[src/rtl/mem_input_writer.sv]
// Turns touchscreen entries (address, then data) into handshaked write transactions
// on the debug write port, with optional address auto-increment for burst loading.
module mem_input_writer #(
    parameter int ADDR_W     = 5,
    parameter int DATA_W     = 32,
    parameter bit AUTO_INC   = 1'b1,
    parameter int WR_TIMEOUT = 255
) (
    input  logic              clk,
    input  logic              reset,
    input  logic              input_valid,
    input  logic [DATA_W-1:0] input_value,
    output logic              wr_en,
    output logic [ADDR_W-1:0] wr_addr,
    output logic [DATA_W-1:0] wr_data,
    input  logic              wr_ready,
    output logic [1:0]        phase,
    output logic [ADDR_W-1:0] cur_addr,
    output logic [7:0]        write_count,
    output logic              err_range,
    output logic              err_overrun,
    output logic              err_timeout
);

    localparam int              TMO_W    = (WR_TIMEOUT > 1) ? $clog2(WR_TIMEOUT) : 1;
    localparam logic [TMO_W-1:0] TMO_LAST = TMO_W'(WR_TIMEOUT - 1);

    typedef enum logic [1:0] {
        ST_ADDR  = 2'd0,
        ST_DATA  = 2'd1,
        ST_WRITE = 2'd2
    } state_t;

    state_t            state, state_n;
    logic              input_valid_q;
    logic              accept;
    logic [TMO_W-1:0]  tmo_cnt, tmo_cnt_n;
    logic              wr_en_n;
    logic [ADDR_W-1:0] wr_addr_n, cur_addr_n;
    logic [DATA_W-1:0] wr_data_n;
    logic [7:0]        write_count_n;
    logic              err_range_n, err_overrun_n, err_timeout_n;

    // A held-high input_valid counts as a single entry: only its rising edge is accepted.
    assign accept = input_valid & ~input_valid_q;
    assign phase  = state;

    always_ff @(posedge clk) begin
        if (reset) begin
            state         <= ST_ADDR;
            input_valid_q <= 1'b0;
            tmo_cnt       <= '0;
            wr_en         <= 1'b0;
            wr_addr       <= '0;
            wr_data       <= '0;
            cur_addr      <= '0;
            write_count   <= '0;
            err_range     <= 1'b0;
            err_overrun   <= 1'b0;
            err_timeout   <= 1'b0;
        end else begin
            state         <= state_n;
            input_valid_q <= input_valid;
            tmo_cnt       <= tmo_cnt_n;
            wr_en         <= wr_en_n;
            wr_addr       <= wr_addr_n;
            wr_data       <= wr_data_n;
            cur_addr      <= cur_addr_n;
            write_count   <= write_count_n;
            err_range     <= err_range_n;
            err_overrun   <= err_overrun_n;
            err_timeout   <= err_timeout_n;
        end
    end

    always_comb begin
        state_n       = state;
        tmo_cnt_n     = tmo_cnt;
        wr_en_n       = wr_en;
        wr_addr_n     = wr_addr;
        wr_data_n     = wr_data;
        cur_addr_n    = cur_addr;
        write_count_n = write_count;
        err_range_n   = err_range;
        err_overrun_n = err_overrun;
        err_timeout_n = err_timeout;

        case (state)
            ST_ADDR: begin
                if (accept) begin
                    if ((input_value >> ADDR_W) != '0) begin
                        err_range_n = 1'b1;
                    end else begin
                        cur_addr_n = input_value[ADDR_W-1:0];
                        state_n    = ST_DATA;
                    end
                end
            end
            ST_DATA: begin
                if (accept) begin
                    wr_data_n = input_value;
                    wr_addr_n = cur_addr;
                    wr_en_n   = 1'b1;
                    tmo_cnt_n = '0;
                    state_n   = ST_WRITE;
                end
            end
            ST_WRITE: begin
                // Entries cannot be queued behind an outstanding write; they are dropped and flagged.
                if (accept) begin
                    err_overrun_n = 1'b1;
                end
                if (wr_en && wr_ready) begin
                    wr_en_n       = 1'b0;
                    write_count_n = write_count + 8'd1;
                    if (AUTO_INC) begin
                        cur_addr_n = cur_addr + ADDR_W'(1);
                        state_n    = ST_DATA;
                    end else begin
                        state_n    = ST_ADDR;
                    end
                end else if (tmo_cnt == TMO_LAST) begin
                    wr_en_n       = 1'b0;
                    err_timeout_n = 1'b1;
                    state_n       = ST_ADDR;
                end else begin
                    tmo_cnt_n = tmo_cnt + TMO_W'(1);
                end
            end
            default: begin
                wr_en_n = 1'b0;
                state_n = ST_ADDR;
            end
        endcase
    end

endmodule

[config.mk]
export PLATFORM = sky130hd
export DESIGN_NAME = mem_input_writer
export DESIGN_NICKNAME = d
export VERILOG_FILES = /design/src/rtl/mem_input_writer.sv
export SDC_FILE = /design/constraint.sdc
export NUM_CORES = 1
export LEC_CHECK = 0
export ABC_AREA = 1
export CELL_PAD_IN_SITES_DETAIL_PLACEMENT = 1
export CELL_PAD_IN_SITES_GLOBAL_PLACEMENT = 1
export CORE_AREA = 2 2 98 90
export CTS_BUF_LIST = sky130_fd_sc_hd__clkbuf_16
export DETAILED_ROUTE_END_ITERATION = 7
export DIE_AREA = 0 0 100 92
export DONT_BUFFER_PORTS = 1
export PLACE_DENSITY_LB_ADDON = 0.1
export REMOVE_ABC_BUFFERS = 1
export SYNTH_ARGS = -nofsm -noshare
export SYNTH_HDL_FRONTEND = slang
export SYNTH_SLANG_ARGS = --single-unit
[constraint.sdc]
create_clock -name clk -period 3.4 [get_ports clk]
set_clock_uncertainty 0.2 [all_clocks]
set_input_delay 0.51 -clock clk [delete_from_list [all_inputs] [get_ports clk]]
set_output_delay 0.51 -clock clk [all_outputs]
set_load 0.005 [all_outputs]
==> results of run 1 <==
-- area by class of cell --
class / count / area (µm²)
tap: 102 / 128
inverter: 41 / 155
clock inverter: 6 / 83.8
clock buffer: 9 / 225
sequential: 65 / 1300
timing repair buffer: 3 / 22.5
multi-input combinational: 255 / 1250
fill: 1031 / 5160
-- metal layers --
layer	vias to the layer above	GRT usage (%)	routed length, µm
met3	10	7.70	495
met4	0	6.05	121
met1	1101	20.0	3130
met5	-	0	0
met2	45	28.2	3500
li1	1208	-	-
-- metrics by stage --
step	power [mW]	cell area [µm²]	cells
6_report	1.76	3170	481
5_1_grt	1.83	3170	481
4_1_cts	1.79	3170	481
3_5_place_dp	0.815	2860	466
3_3_place_gp	0.815	2860	466
2_1_floorplan	0.805	2710	361
-- power breakdown --
part           internal, mW  switching, mW
combinational        0.0110         0.0222
sequential            0.764        0.00133
clock                 0.633          0.331
-- kinds of logic (layout without fill, tap and decap cells) --
kind of cell | count (synthesis) | in the layout
and+or+nand+nor | 158 | 158
AOI/OAI and AO/OA | 91 | 91
DFF | 65 | 65
buffers and inverters | 57 | 59
adders and majority gates | 4 | 4
xor gates and xnor gates | 2 | 2
-- worst max-delay path, cell delays in order (launching register included) --
cell,delay (ns)
dfxtp_1,0.39
inv_1,0.08
nand2_1,0.10
nor2_4,0.34
inv_2,0.28
nand2_8,0.19
clkinv_2,0.10
a21oi_1,0.15
nor3_2,0.05
-- flip-flops by register name (all words and copies together) (netlist names) --
register and count:
cur_addr 5, err_range 1, phase 2, wr_en 1
err_timeout 1, err_overrun 1, input_valid_q 1, wr_data 32
wr_addr 5, write_count 8, tmo_cnt 8
-- how the worst max path moves through the flow --
stage          depth (start not counted)                      end  slack [ns]                   from
2_1_floorplan                          9  tmo_cnt[5]$_SDFFE_PP0P_        1.10            input_valid
3_3_place_gp                           9  tmo_cnt[5]$_SDFFE_PP0P_        1.29            input_valid
3_5_place_dp                           9  tmo_cnt[5]$_SDFFE_PP0P_        1.26            input_valid
4_1_cts                                8  tmo_cnt[5]$_SDFFE_PP0P_        1.36  phase[1]$_SDFFE_PP0P_
5_1_grt                                8  tmo_cnt[6]$_SDFFE_PP0P_        1.15  phase[1]$_SDFFE_PP0P_
6_report                               8  tmo_cnt[5]$_SDFFE_PP0P_        1.42  phase[1]$_SDFFE_PP0P_
-- cells in the mapped netlist (all sizes together) --
cell    count
inv        40
buf         9
xor2        2
nor3b       1
o22ai       1
and2        2
ha          4
clkbuf      7
a21oi      40
clkinv      1
nor3        5
a211oi      1
nor2       80
nand2      51
dfxtp      65
nand4       1
a31oi       1
o21ai      48
nand3      18
==> impl_results.md, run 1 <==
- Ports: 92
- Vias per Instance: about 4.9
- Share of cells above drive strength 1: a little over a tenth
- H-tree Lvls: 3
- Pre-CTS setup slack: ~1.3 ns
- Hold depth: 1
- 1st-pass router iterations: 4
- Antenna violations before repair: 0
- Max_slew headroom: 69.1%
- Synth Area in Adders: under 10%
- Ys Warns: 0
- Final wirelength: a little over 7000 µm
- Leak: between 1 and 1.5 nW
- Setup_tns: 0 ns
- Xor and xnor area share after synthesis: less than 1%
- Initial Utilization: around 33%
- Worst hold slack: 0.0527 ns
- HP Class: primary input to flip-flop
- Final Util: between 30% and 40%
- CTS Buf Count: 9
- Critical path arrival: 2.00 ns
- Wire per inst: 15.1 µm
- PortBufs: 0
- Power Density: roughly 560 mW/mm²
- Crit path required time: around 3.4 ns
- Compound-gate portion of the synthesized area: between 15 and 20%
- Reg-to-Reg End: tmo_cnt[5]$_SDFFE_PP0P_
- Peak supply drop: ~0.00024 V
- Chip Width: 100 µm
- Worst-Margin Slew: 0.463 ns
- Detailed placement HPWL: ~5200 µm
- Ranking of synthesized cells by area: dfxtp_1 47%, nor2_1 10%, o21ai_0 8.3%
- Gr ovfl total: 0
- Post-layout minimum cycle time: ~2.0 ns
- Final worst path period share: ~58%
- Worst reg2reg path depth: 8
- Die height: ~92 µm
- Share of the synthesized area in the top cell type: a little under half
- HP Start: reset
- Yosys reg bits: 65
- GPL Wtd Cong: 0.754
- Vias: ~2,400
- Number of global-route vias before repair: between 2,000 and 3,000
- DR DRC count: 0
- CTS tree: built
- Post-synthesis cell type count: 32
- Worst setup SP type: flip-flop
- DRT iter0 DRCs: 28
- R2r setup slk: 1.42 ns
- N_diodes: 0
- Yosys top cell by area: dfxtp_1
- RSZ-0062 raised after global routing: no
- Reg2reg start: phase[1]$_SDFFE_PP0P_
- Final antenna-violating net count: 0
- Sequential area share after synthesis: a little under half
- CTS Hold Bufs: 0
- Resized Gates After CTS: 0
- Worst-Skew Late Latency: roughly 0.33 ns
- Commonest non-fill, non-tap cells in the layout: 74 x nor2_1, 65 x dfxtp_1, 46 x o21ai_0
- Buffer depth of the longest clock path: 2
- Mux share of post-synthesis cell area: 0%
- Simple-Gate Fraction of Synth Area: between 20% and 30%
- Fmax: 0.505 GHz
- All-Layer GR Usage: between 15 and 20%
- Mapped Cells: approximately 380
- Worst setup slack after layout: around 1.4 ns
- Crit. End Element: flip-flop
- Final setup viols: 0
- Pins Over Slew Limit: 0
- Clock-pin slew on the worst setup and hold paths: approximately 0.050 ns
- Final Hold Vio Count: 0
- Postcts setup bufs: 0
- Main combinational cell family by area after synthesis: simple AND/OR/NAND/NOR gates
- Max Cap Violations: 0
- Placeable Area: around 0.0083 mm²
- Post-Synthesis Cell Area: about 0.0028 mm²
- Worst-path fanout max: 21
- Commonest non-fill, non-tap cell in the layout: nor2_1
- Status: completed
- P&R area growth vs syn: 13.9%
- Die Area: just over 0.009 mm²
- Post-Syn Area per Cell: around 7.4 µm²
- Rows: 32
- WS Path Type: flip-flop to flip-flop
- Largest net degree at the start of global routing: between 40 and 50
- First-pass GRT wire length: about 12,000 µm
- Layout net count: just over 400
- Worst Hold End: tmo_cnt[5]$_SDFFE_PP0P_
- CTS sink cnt: 65
- Root buffer cell: clkbuf_16
No activity file was read; power rests on OpenSTA's default activity.
==> inputs of run 2 (changes only) <==
==> constraint.sdc (replaced) <==
create_clock -name clk -period 1.9 [get_ports clk]
set_clock_uncertainty 0.2 [all_clocks]
set_input_delay 0.285 -clock clk [delete_from_list [all_inputs] [get_ports clk]]
set_output_delay 0.285 -clock clk [all_outputs]
set_load 0.005 [all_outputs]
==> impl_results.md, run 2 (synthesized netlist as in run 1, its figures left out) <==
- Final setup viols: 0
- Antenna violations before repair: 0
- First-pass GRT wire length: 13,300 µm
- Layout net count: ~460
- All-Layer GR Usage: between 10% and 20%
- Power Density: 914 mW/mm²
- WS Path Type: primary input to flip-flop
- Rows: 32
- GR Layer Usage met2: between 30% and 40%
- Clock-pin slew on the worst setup and hold paths: 0.06 ns
- Power, Total: ~3.3 mW
- Post-layout minimum cycle time: 1.77 ns
- HP Class: primary input to flip-flop
- Cell Area, Placed: about 0.0029 mm²
- Worst setup SP type: primary input
- Vias: 2,560
- Biggest register: wr_data
- Leak: around 1.5 nW
- RSZ-0062 raised after global routing: no
- DR DRC count: 0
- Fmax: between 0.5 and 0.6 GHz
- Placeable Area: approximately 0.0083 mm²
- Chip Width: roughly 100 µm
- Met1 Usage GRT: between 20 and 25%
- Ports: 92
- Setup_tns: 0 ns
- Crit. End Element: flip-flop
- CTS sink cnt: 65
- Final antenna-violating net count: 0
- 1st-pass router iterations: 4
- Die height: about 92 µm
- Vias per Instance: around 4.9
- Worst path slowest cell: dlygate4sd3_1
- Die Area: 0.00920 mm²
- Worst-path cell chain: dlygate4sd3_1 -> inv_2 -> nor2_2 -> inv_2 -> nor2_4 -> buf_4 -> nor2_1 -> o21ai_1 -> a21oi_2
- CTS tree: built
- P&R area growth vs syn: 28.5%
- Final wirelength: about 7800 µm
- Final Hold Vio Count: 0
- Worst-Margin Slew: approximately 0.56 ns
- GPL Wtd Cong: approximately 0.73
- CTS Buf Count: 9
- N_diodes: 0
- Wire per inst: 14.9 µm
- H-tree Lvls: 3
- Number of global-route vias before repair: ~2,600
- Max incr delay on CP: 0.54 ns
- Initial Utilization: ~33%
- Gr ovfl total: 0
- Share of cells above drive strength 1: between 10 and 15%
- PortBufs: 0
- Peak supply drop: ~0.00048 V
- Commonest non-fill, non-tap cell in the layout: nor2_1
- Finished Cell Area: around 0.0036 mm²
- Busiest layer in global routing: met2
- Pins Over Slew Limit: 0
- Worst setup slack after layout: around 0.13 ns
- Placed cell count: approximately 470
- Largest net degree at the start of global routing: 35
- Max_slew headroom: between 60% and 70%
- Biggest regs: wr_data x32, tmo_cnt x8, write_count x8
- Pre-CTS setup slack: about 0.19 ns
- Crit path required time: 1.92 ns
- Max Cap Violations: 0
- Worst path most repeated cell: inv_2
- Worst-Skew Late Latency: between 0.3 and 0.4 ns
- Critical path arrival: between 1.5 and 2 ns
- Detailed placement HPWL: ~5300 µm
- Postcts setup bufs: 0
- Status: completed
- Root buffer cell: clkbuf_16
- Commonest non-fill, non-tap cells in the layout: 72 x nor2_1, 65 x dfxtp_1, 46 x o21ai_0
- Final worst path period share: a little over 90%
- Post-route insts no fill: between 500 and 600
- Max FFs per register: 32
- Grt met3 use: 4.95%
- Worst-path fanout max: 22
- Buffer depth of the longest clock path: 2
- Filler instances: 1,019
- DRT iter0 DRCs: 56
run 2: changes by cell type in the layout (fill, tap and decap cells not counted), moves of 2 or more:
cell	change
dlygate4sd3_1	+34
buf_4	+5
clkinv_1	-2
clkinv_2	+2
nor2_1	-2
nor2_2	+2
run 2: path summary, 6_finish.rpt:
path / cells after the start / from / endpoint / slack (ns)
worst max-delay path: 9 / input_valid / tmo_cnt[4]$_SDFFE_PP0P_ / 0.13
worst min-delay path: 4 / input_value[1] / cur_addr[1]$_SDFFE_PP0P_ / 0.009
worst max register to register: 10 / tmo_cnt[0]$_SDFFE_PP0P_ / tmo_cnt[2]$_SDFFE_PP0P_ / 0.21
worst min register to register: 2 / tmo_cnt[4]$_SDFFE_PP0P_ / tmo_cnt[4]$_SDFFE_PP0P_ / 0.31
run 2: critical path, delay by kind of cell:
kind / cells / cell delay, ns
AOI/OAI and AO/OA: 2 / 0.19
buffers and inverters: 4 / 0.92
and+or+nand+nor: 3 / 0.38
run 2: final cells by class:
cell class / count / area [µm²] / area share [%]
timing repair buffer: 43 / 412 / 11.5
inverter: 41 / 158 / 4.41
clock inverter: 7 / 95.1 / 2.66
clock buffer: 9 / 225 / 6.29
tap: 102 / 128 / 3.57
multi-input combinational: 255 / 1260 / 35.2
sequential: 65 / 1300 / 36.4
run 2: metrics by stage:
step / hold slack (ns) / util [%]
2_1_floorplan: 0.154 / -
3_3_place_gp: 0.159 / 34.9
3_5_place_dp: 0.160 / 34.9
4_1_cts: 0.00544 / 42.8
5_1_grt: 0.0366 / 43.0
6_report: 0.00869 / 43.0
run 2: timing repair:
action,4_1_cts,5_1_grt
hold endpoints to repair,46,0
endpoints found under the setup margin,0,4
resized for setup,0,5
hold buffers,34,0
run 2: routing by layer:
layer | vias to the layer above | routed length, µm
li1 | 1291 | -
met1 | 1215 | 3470
met2 | 46 | 3880
met3 | 8 | 355
met4 | 0 | 94
met5 | - | 0
run 2: power by group:
part	switching [mW]	internal (mW)	total, mW
Sequential	0.00213	1.37	1.37
Combinational	0.0580	0.0656	0.124
Clock	0.632	1.15	1.78
Total	0.692	2.58	3.27
